<file path="src/rtl/pu_outbuf_arbiter_pkg.sv">
// Shared types and sizing helpers for the PU output-buffer arbiter.
package pu_arb_pkg;

    typedef enum logic {
        IDLE  = 1'b0,
        GRANT = 1'b1
    } arb_state_t;

    // Burst counter must hold the value 16.
    localparam int BURST_CNT_W = 5;

    function automatic int pu_id_w(input int num_pu);
        return (num_pu > 1) ? $clog2(num_pu) : 1;
    endfunction

endpackage

</file>
<file path="src/rtl/pu_outbuf_arbiter_if.sv">
// PU request streams plus the shared outbuf push port.
interface pu_outbuf_arbiter_if
    import pu_arb_pkg::*;
#(
    parameter int NUM_PU    = 4,
    parameter int PU_DATA_W = 16
);
    localparam int PU_ID_W = pu_id_w(NUM_PU);

    logic [NUM_PU-1:0]           req_valid;
    logic [NUM_PU-1:0]           req_last;
    logic [NUM_PU*PU_DATA_W-1:0] req_data;
    logic [NUM_PU-1:0]           req_ready;
    logic                        outbuf_push;
    logic [PU_DATA_W-1:0]        outbuf_data_in;
    logic [PU_ID_W-1:0]          outbuf_pu_id;
    logic                        outbuf_full;

    modport master (
        input  req_valid, req_last, req_data, outbuf_full,
        output req_ready, outbuf_push, outbuf_data_in, outbuf_pu_id
    );

    modport slave (
        output req_valid, req_last, req_data, outbuf_full,
        input  req_ready, outbuf_push, outbuf_data_in, outbuf_pu_id
    );

endinterface

</file>
<file path="src/rtl/pu_outbuf_arbiter_rr_pick.sv">
// Combinational round-robin search: first set request at or above ptr, wrapping.
module rr_pick
    import pu_arb_pkg::*;
#(
    parameter int NUM_PU = 4,
    localparam int PU_ID_W = pu_id_w(NUM_PU)
) (
    input  logic [NUM_PU-1:0]  req,
    input  logic [PU_ID_W-1:0] ptr,
    output logic               found,
    output logic [PU_ID_W-1:0] pick
);

    logic [PU_ID_W:0] idx;

    always_comb begin
        found = 1'b0;
        pick  = '0;
        idx   = '0;
        for (int k = 0; k < NUM_PU; k++) begin
            idx = {1'b0, ptr} + (PU_ID_W+1)'(k);
            if (idx >= (PU_ID_W+1)'(NUM_PU)) begin
                idx = idx - (PU_ID_W+1)'(NUM_PU);
            end
            if (!found && req[idx[PU_ID_W-1:0]]) begin
                found = 1'b1;
                pick  = idx[PU_ID_W-1:0];
            end
        end
    end

endmodule

</file>
<file path="src/rtl/pu_outbuf_arbiter.sv">
// Round-robin burst arbiter sharing the outbuf push path between NUM_PU result streams.
// Define PU_ARB_STATS_EN to add per-PU beat counters and a full-stall counter.
//
// state | meaning
// IDLE  | no grant; picks next requester (skipped for one bubble cycle after a release)
// GRANT | one PU owns the push path until BURST_LEN beats or req_last
module pu_outbuf_arbiter
    import pu_arb_pkg::*;
#(
    parameter int NUM_PU    = 4,
    parameter int PU_DATA_W = 16,
    parameter int BURST_LEN = 16,
    parameter int CNT_W     = 32
) (
    input  logic                    clk,
    input  logic                    reset,
    pu_outbuf_arbiter_if.master     bus,
    output logic [NUM_PU-1:0]       grant,
    output logic                    busy,
    output logic [CNT_W-1:0]        beat_count
`ifdef PU_ARB_STATS_EN
    ,
    output logic [NUM_PU*CNT_W-1:0] pu_beat_count,
    output logic [CNT_W-1:0]        stall_count
`endif
);

    localparam int PU_ID_W = pu_id_w(NUM_PU);
    localparam logic [BURST_CNT_W-1:0] LAST_BEAT = BURST_CNT_W'(BURST_LEN - 1);

    arb_state_t               state_q, state_d;
    logic [NUM_PU-1:0]        grant_q;
    logic [PU_ID_W-1:0]       pu_id_q;
    logic [PU_ID_W-1:0]       rr_ptr_q;
    logic [BURST_CNT_W-1:0]   burst_cnt_q;
    logic [CNT_W-1:0]         beat_cnt_q;
    logic                     bubble_q;

    logic                     pick_found;
    logic [PU_ID_W-1:0]       pick_id;
    logic                     g_valid;
    logic                     g_last;
    logic                     push_w;
    logic                     rel_w;
    logic [NUM_PU-1:0]        ready_w;
    logic [PU_DATA_W-1:0]     data_w;

    rr_pick #(
        .NUM_PU (NUM_PU)
    ) u_rr_pick (
        .req   (bus.req_valid),
        .ptr   (rr_ptr_q),
        .found (pick_found),
        .pick  (pick_id)
    );

    always_ff @(posedge clk or negedge reset) begin
        if (!reset) begin
            state_q <= IDLE;
        end else begin
            state_q <= state_d;
        end
    end

    always_comb begin
        state_d = state_q;
        push_w  = 1'b0;
        rel_w   = 1'b0;
        ready_w = '0;
        data_w  = '0;
        g_valid = bus.req_valid[pu_id_q];
        g_last  = bus.req_last[pu_id_q];
        case (state_q)
            IDLE: begin
                if (!bubble_q && pick_found) begin
                    state_d = GRANT;
                end
            end
            GRANT: begin
                for (int i = 0; i < NUM_PU; i++) begin
                    if (pu_id_q == PU_ID_W'(i)) begin
                        data_w = bus.req_data[i*PU_DATA_W +: PU_DATA_W];
                    end
                end
                ready_w[pu_id_q] = ~bus.outbuf_full;
                push_w           = g_valid & ~bus.outbuf_full;
                rel_w            = push_w & (g_last | (burst_cnt_q == LAST_BEAT));
                if (rel_w) begin
                    state_d = IDLE;
                end
            end
            default: state_d = IDLE;
        endcase
    end

    // bubble_q holds off arbitration for the cycle right after a release.
    always_ff @(posedge clk or negedge reset) begin
        if (!reset) begin
            grant_q     <= '0;
            pu_id_q     <= '0;
            rr_ptr_q    <= '0;
            burst_cnt_q <= '0;
            beat_cnt_q  <= '0;
            bubble_q    <= 1'b0;
        end else begin
            bubble_q <= rel_w;
            if (state_q == IDLE && state_d == GRANT) begin
                grant_q     <= NUM_PU'(1) << pick_id;
                pu_id_q     <= pick_id;
                burst_cnt_q <= '0;
            end
            if (push_w) begin
                burst_cnt_q <= burst_cnt_q + BURST_CNT_W'(1);
                beat_cnt_q  <= beat_cnt_q + CNT_W'(1);
            end
            if (rel_w) begin
                grant_q  <= '0;
                rr_ptr_q <= (pu_id_q == PU_ID_W'(NUM_PU - 1)) ? '0 : pu_id_q + PU_ID_W'(1);
            end
        end
    end

`ifdef PU_ARB_STATS_EN
    logic [NUM_PU*CNT_W-1:0] pu_cnt_q;
    logic [CNT_W-1:0]        stall_q;

    always_ff @(posedge clk or negedge reset) begin
        if (!reset) begin
            pu_cnt_q <= '0;
            stall_q  <= '0;
        end else begin
            for (int i = 0; i < NUM_PU; i++) begin
                if (push_w && pu_id_q == PU_ID_W'(i)) begin
                    pu_cnt_q[i*CNT_W +: CNT_W] <= pu_cnt_q[i*CNT_W +: CNT_W] + CNT_W'(1);
                end
            end
            if (state_q == GRANT && g_valid && bus.outbuf_full) begin
                stall_q <= stall_q + CNT_W'(1);
            end
        end
    end

    assign pu_beat_count = pu_cnt_q;
    assign stall_count   = stall_q;
`endif

    assign bus.req_ready      = ready_w;
    assign bus.outbuf_push    = push_w;
    assign bus.outbuf_data_in = data_w;
    assign bus.outbuf_pu_id   = pu_id_q;
    assign grant              = grant_q;
    assign busy               = (state_q == GRANT);
    assign beat_count         = beat_cnt_q;

endmodule

</file>
<file path="src/flat_wrapper.sv">
// flat-port wrapper written by rule: the top's interface ports become plain ports
module pu_outbuf_arbiter_flat import pu_arb_pkg::*;
#(
    parameter int NUM_PU    = 4,
    parameter int PU_DATA_W = 16,
    parameter int BURST_LEN = 16,
    parameter int CNT_W     = 32
)
  (clk, reset, grant, busy, beat_count, bus_req_valid, bus_req_last, bus_req_data, bus_outbuf_full, bus_req_ready, bus_outbuf_push, bus_outbuf_data_in, bus_outbuf_pu_id);
  pu_outbuf_arbiter_if #(.NUM_PU(NUM_PU), .PU_DATA_W(PU_DATA_W)) bus_i ();
  input  logic clk;
  input  logic reset;
  output logic [NUM_PU-1:0] grant;
  output logic busy;
  output logic [CNT_W-1:0] beat_count;
  input wire logic [$bits(bus_i.req_valid)-1:0] bus_req_valid;
  input wire logic [$bits(bus_i.req_last)-1:0] bus_req_last;
  input wire logic [$bits(bus_i.req_data)-1:0] bus_req_data;
  input wire logic [$bits(bus_i.outbuf_full)-1:0] bus_outbuf_full;
  output wire logic [$bits(bus_i.req_ready)-1:0] bus_req_ready;
  output wire logic [$bits(bus_i.outbuf_push)-1:0] bus_outbuf_push;
  output wire logic [$bits(bus_i.outbuf_data_in)-1:0] bus_outbuf_data_in;
  output wire logic [$bits(bus_i.outbuf_pu_id)-1:0] bus_outbuf_pu_id;
  assign bus_i.req_valid = bus_req_valid;
  assign bus_i.req_last = bus_req_last;
  assign bus_i.req_data = bus_req_data;
  assign bus_i.outbuf_full = bus_outbuf_full;
  assign bus_req_ready = bus_i.req_ready;
  assign bus_outbuf_push = bus_i.outbuf_push;
  assign bus_outbuf_data_in = bus_i.outbuf_data_in;
  assign bus_outbuf_pu_id = bus_i.outbuf_pu_id;
  pu_outbuf_arbiter #(.NUM_PU(NUM_PU), .PU_DATA_W(PU_DATA_W), .BURST_LEN(BURST_LEN), .CNT_W(CNT_W)) u_core (.clk(clk), .reset(reset), .bus(bus_i), .grant(grant), .busy(busy), .beat_count(beat_count));
endmodule
</file>
<file path="config.mk">
export PLATFORM = sky130hd
export DESIGN_NAME = pu_outbuf_arbiter_flat
export DESIGN_NICKNAME = d
export VERILOG_FILES = /design/src/rtl/pu_outbuf_arbiter_pkg.sv /design/src/rtl/pu_outbuf_arbiter_if.sv /design/src/rtl/pu_outbuf_arbiter_rr_pick.sv /design/src/rtl/pu_outbuf_arbiter.sv /design/src/flat_wrapper.sv
export SDC_FILE = /design/constraint.sdc
export NUM_CORES = 1
export LEC_CHECK = 0
export ABC_CLOCK_PERIOD_IN_PS = 2400
export BUFFER_PORTS_ARGS = -buffer_cell sky130_fd_sc_hd__buf_2
export CORE_MARGIN = 3
export CORE_UTILIZATION = 43
export DETAILED_ROUTE_END_ITERATION = 6
export PLACE_DENSITY = 0.77
export SLEW_MARGIN = 40
export SYNTH_ARGS = -nofsm -noshare
export SYNTH_HDL_FRONTEND = slang
export SYNTH_SLANG_ARGS = --single-unit
</file>
<file path="constraint.sdc">
create_clock -name clk -period 2.4 [get_ports clk]
set_clock_uncertainty 0.05 [all_clocks]
set_input_delay 0.48 -clock clk [delete_from_list [all_inputs] [get_ports clk]]
set_output_delay 0.48 -clock clk [all_outputs]
set_load 0.02 [all_outputs]
</file>
Word level (Yosys, flattened, before mapping)
Cells that the tools add are included.

word-level totals
  logic and storage cells = 93
  register bits = 47
  input port bits = 75

cells by class
  shifts and indexed selects = 1
  multiplexer cells = 42
  equal/unequal tests = 4
  reductions and logical operators = 13
  $add $sub $neg = 10
  bitwise operators = 6
  $lt $le $gt $ge = 10

operator list
  cell                                                  number
  two-way mux 16 bit                                    5
  adder 32 x 1 -> 32 bit (second input constant)        1
  two-way mux 2 bit                                     9
  < comparator 2 x 3 -> 1 bit (second input constant)   5
  two-way mux 1 bit                                     15
  binary-select mux 1 bit (select 2 bit)                6
  two-way mux 4 bit                                     3
  two-way mux 5 bit                                     2
  >= comparator 3 bit (second input constant)           3
  subtractor 2 x 1 -> 2 bit (second input constant)     4
  adder 2 x 2 -> 3 bit (second input constant)          2
  logical AND 1 bit                                     6
  adder 5 x 1 -> 5 bit (second input constant)          1
  == test 5 x 4 -> 1 bit (second input constant)        1
  bitwise AND 4 bit                                     1
  == test 2 bit (second input constant)                 2
  zero test 1 bit                                       4
  nonzero test 2 bit                                    2
  << shifter 1 x 2 -> 4 bit (first input constant)      1
  adder 2 x 1 -> 3 bit (second input constant)          1
  >= comparator 2 x 3 -> 1 bit (second input constant)  1
  adder 2 x 1 -> 2 bit (second input constant)          1
  bitwise AND 1 bit                                     2
  demux 1 bit (select 2 bit)                            1
  other kinds (6)                                       7

Logic depth before layout (Yosys ltp)
  word-level depth = 20
  mapped depth = 8

Modules after synthesis
A second synthesis with hierarchy kept.

second synthesis, totals
  cells, all modules = 331
  area, all modules = 3074.2 µm²

by module, submodules not included
  module             sequential area each (µm²)  instances  cells an instance  area an instance (µm²)
  pu_outbuf_arbiter  1176.1                      1          316                2996.6
  rr_pick            0.0                         1          15                 77.6

Worst setup path after synthesis
No wires, ideal clock.

  path type = reg2out
  start = reg u_core.pu_id_q[1] (netlist: u_core.bus.outbuf_pu_id[1])
  end = out bus_outbuf_data_in[10]
  slack = -447 ps
  required time = 1870 ps
  arrival = 2317 ps
  cell stages (with the launch flop) = 9
  path buffers = 2
  cell sequence = dfrtp_1 inv_1 ha_1 buf_2 nor2b_1 buf_2 a221oi_1 a211o_1 a21boi_0

on the way
  longest elaborated chain between the ends = 6
  elaborated cells on any way between the ends = 9
  those cells by class = 3 x eq/ne; 5 x mux; 1 x reduce/logical

ends and longest elaborated chain
  item                             RTL line                  text
  start: declaration               pu_outbuf_arbiter.sv:33   logic [PU_ID_W-1:0] pu_id_q;
  start signal: assignment         pu_outbuf_arbiter.sv:109  pu_id_q <= pick_id;
  zero test 2 bit                  pu_outbuf_arbiter.sv:81   if (pu_id_q == PU_ID_W'(i)) begin
  two-way mux 16 bit (3 in a row)  pu_outbuf_arbiter.sv:81
  two-way mux 16 bit *             pu_outbuf_arbiter.sv:81
  two-way mux 16 bit *             pu_outbuf_arbiter.sv:73   case (state_q)
  end: declaration                 flat_wrapper.sv:22        output wire logic [$bits(bus_i.outbuf_data_in)-1:0] bus_outbuf_data_in;

Every way passes the cells marked *; elsewhere a longest branch is shown, timed or not.

Worst setup path in the final report
  start = reg u_core.pu_id_q[0] (netlist: u_core.bus.outbuf_pu_id[0])
  end = out bus_outbuf_data_in[4]

The elaborated chain is that of the path after synthesis.

==> metrics.txt <==
status=complete, but fails checks; failing checks=setup timing; Syn Area/Cell=9.502 µm²; CP startpoint kind=flop; clk root buf=clkbuf_8; vias per inst=5.652; CTS max path bufs=2; Yosys reg bits=47; gr ovfl total=0; crit end category=output pin; TritonCTS clock tree=done; top-area cell type share of the netlist area=0.3955; IO Port Bufs=134; Pwr Density=1088 nW/µm²; clock buffer count from CTS=5; Die X=89.17 µm; Die ar.=7950 µm²; hold_buf cts=0; share of cells above drive strength 1=0.4410; Synth Cell Area=2974 µm²; Peak VDD IR=461.3 µV; Required @ worst endpoint=1.87 ns; min-delay worst type=in2async; unrepaired setup endpoints after global routing=yes; via count=3024; setup TNS=-0.9807 ns; Clock transition at path regs=0.09 ns; Area Overhead vs Synth=46.32%; Antenna Violating Nets Remaining=0; nets@finish=539; dpl cells=518; syn_nets=395; fin crit share=1.052; FMAX=0.3961 GHz; height of the die=89.17 µm; ys async rst share=1.000; routed length on met1=3589 µm; Distinct cells, synth=42; fin. max-slew vios=0; Synth area leader=dfrtp_1; Main synth FF type=dfrtp_1; DRT Pass-1 Iters=4; CTS H-tree lvls=2; Lkg Pwr=2.252 nW; initial antenna violation count=0; WL met3=654 µm; Post-DP HPWL=6354 µm; Post-synth top cells=dfrtp_1 (47), nand2_1 (36), xnor2_1 (23); Initial Utilization=0.4554; gp weighted congestion=0.8005; Setup WS post-layout=-0.1243 ns; number of DRC markers in iteration 0=113; dpl cell area=3928 µm²; Area contributors post-synth=dfrtp_1 (40%), xnor2_1 (6.8%), a211o_1 (4.7%); Design Area, Final=4352 µm²; count leader, synth=dfrtp_1; Max transition margin=0.4956; Highest Signal Layer=met4; first-pass GRT wire length=13340 µm; Setup CP Type=reg2out; drt wl/cell=16.92 µm; number of global-route vias before repair=2898; setup slack, reg-to-reg=0.25 ns; Post-synth EDFFs=0; Hold Vio Cnt, Final=0; worst-margin pin slew=0.7508 ns; Yosys warnings=0; core area=6531 µm²; max cap viols=0; Mapped Cells=313; GRT Overall Usage=0.2126; # DRC=0; Non-Filler Instances=535; antenna cell count=0; crit path DAT=1.99 ns; # fillers=525; final WL=9052 µm; worst-skew pair later-pin latency=0.30 ns; fin crit period=2.524 ns; CTS Sinks=47; final setup fails=16; largest fanout on the critical path=4; Seq/Total Area, Yosys=0.3955; I/O pins=135; largest net degree at the start of global routing=35; num rows=29; WL met2=4697 µm
-- critical path, cell delays in order (launching register included) --
cell and delay (ns):
dfrtp_2 0.46, inv_4 0.08, ha_4 0.12, nor2b_4 0.16, buf_8 0.14, buf_12 0.11
a221oi_2 0.06, a211o_1 0.29, a21boi_4 0.14, buf_6 0.13
-- cell families after synthesis --
| kind of cell | synth area share |
|---|---|
| AOI/OAI and AO/OA | 0.1700 |
| muxes | 0.03786 |
| DFF | 0.3955 |
| and+or+nand+nor | 0.2213 |
| buffers and inverters | 0.05174 |
| xor gates and xnor gates | 0.09424 |
| adders and majority gates | 0.02945 |
-- flip-flops by register name, indices dropped and copies added (netlist names) --
name and flops:
u_core.beat_count 32, u_core.grant 4, u_core.bus.outbuf_pu_id 2, u_core.bubble_q 1, u_core.busy 1, u_core.burst_cnt_q 5
u_core.rr_ptr_q 2
-- stage by stage --
stage	hold WS, ns	power (W)	setup WS [ns]	utilization
after floorplan	0.1344	0.002849	0.006966	-
after global placement	0.4246	0.003550	0.2184	0.6013
after detailed placement	0.4303	0.003620	0.1586	0.6013
after CTS	0.1193	0.004579	-0.08463	0.6511
after global routing	0.1459	0.005016	-0.2297	0.6663
final	0.1118	0.004735	-0.1243	0.6663
-- layout make-up --
| cell class | count | area, µm² | share of cell area |
|---|---|---|---|
| inverter | 21 | 81.33 | 0.01869 |
| sequential | 47 | 1179 | 0.2708 |
| tap | 77 | 96.34 | 0.02214 |
| timing repair buffer | 154 | 1023 | 0.2352 |
| clock buffer | 5 | 68.82 | 0.01581 |
| clock inverter | 3 | 20.02 | 0.004600 |
| multi-input combinational | 228 | 1883 | 0.4327 |
-- cell usage in the layout, fill, tap and decap left out, types with 4 or more instances in the layout --
cell / netlist / final
xnor2_1: 23 / 23
nand4_1: 11 / 11
buf_6: 1 / 14
nand2_1: 36 / 36
a221oi_2: 0 / 8
xor2_1: 9 / 9
and4_1: 8 / 8
and3_1: 8 / 8
inv_1: 20 / 18
dfrtp_1: 47 / 45
nand3_1: 14 / 14
buf_4: 0 / 14
clkbuf_8: 0 / 5
a221oi_1: 16 / 7
and2_1: 12 / 12
buf_2: 3 / 118
buf_12: 0 / 4
a21boi_4: 0 / 10
nor2_1: 5 / 5
o21ai_0: 5 / 5
a211o_1: 16 / 16
nor3_1: 4 / 4
a32o_1: 4 / 4
nor4_1: 6 / 6
-- path summary, 6_finish.rpt --
path | startpoint | endpoint | cells past startpoint
max | u_core.bus.outbuf_pu_id[0] | bus_outbuf_data_in[4] | 9
min | reset | u_core.bubble_q | 1
max reg2reg | u_core.bus.outbuf_pu_id[0] | u_core.beat_count[20] | 6
min reg2reg | u_core.beat_count[28] | u_core.beat_count[28] | 1
max in group asynchronous | reset | u_core.beat_count[6] | 2
min in group clk | bus_outbuf_full | u_core.busy | 3
-- metal layers --
layer	vias up	track usage
li1	1432	-
met1	1465	0.2372
met3	13	0.03779
met5	-	0
met2	114	0.4099
met4	0	0.05819
-- report_power, final --
group          internal, W  switching (W)
Clock             0.000203       0.000272
Combinational      0.00158        0.00161
Sequential        0.000926       0.000148
Total              0.00271        0.00203
-- timing repair --
item / 4_1_cts / 5_1_grt
buffers inserted: 3 / 3
pin swaps: 39 / 9
setup endpoints to repair: 16 / 17
gates resized for setup: 48 / 5
cloned: 1 / 4
Power figures use the tool's default switching activity.
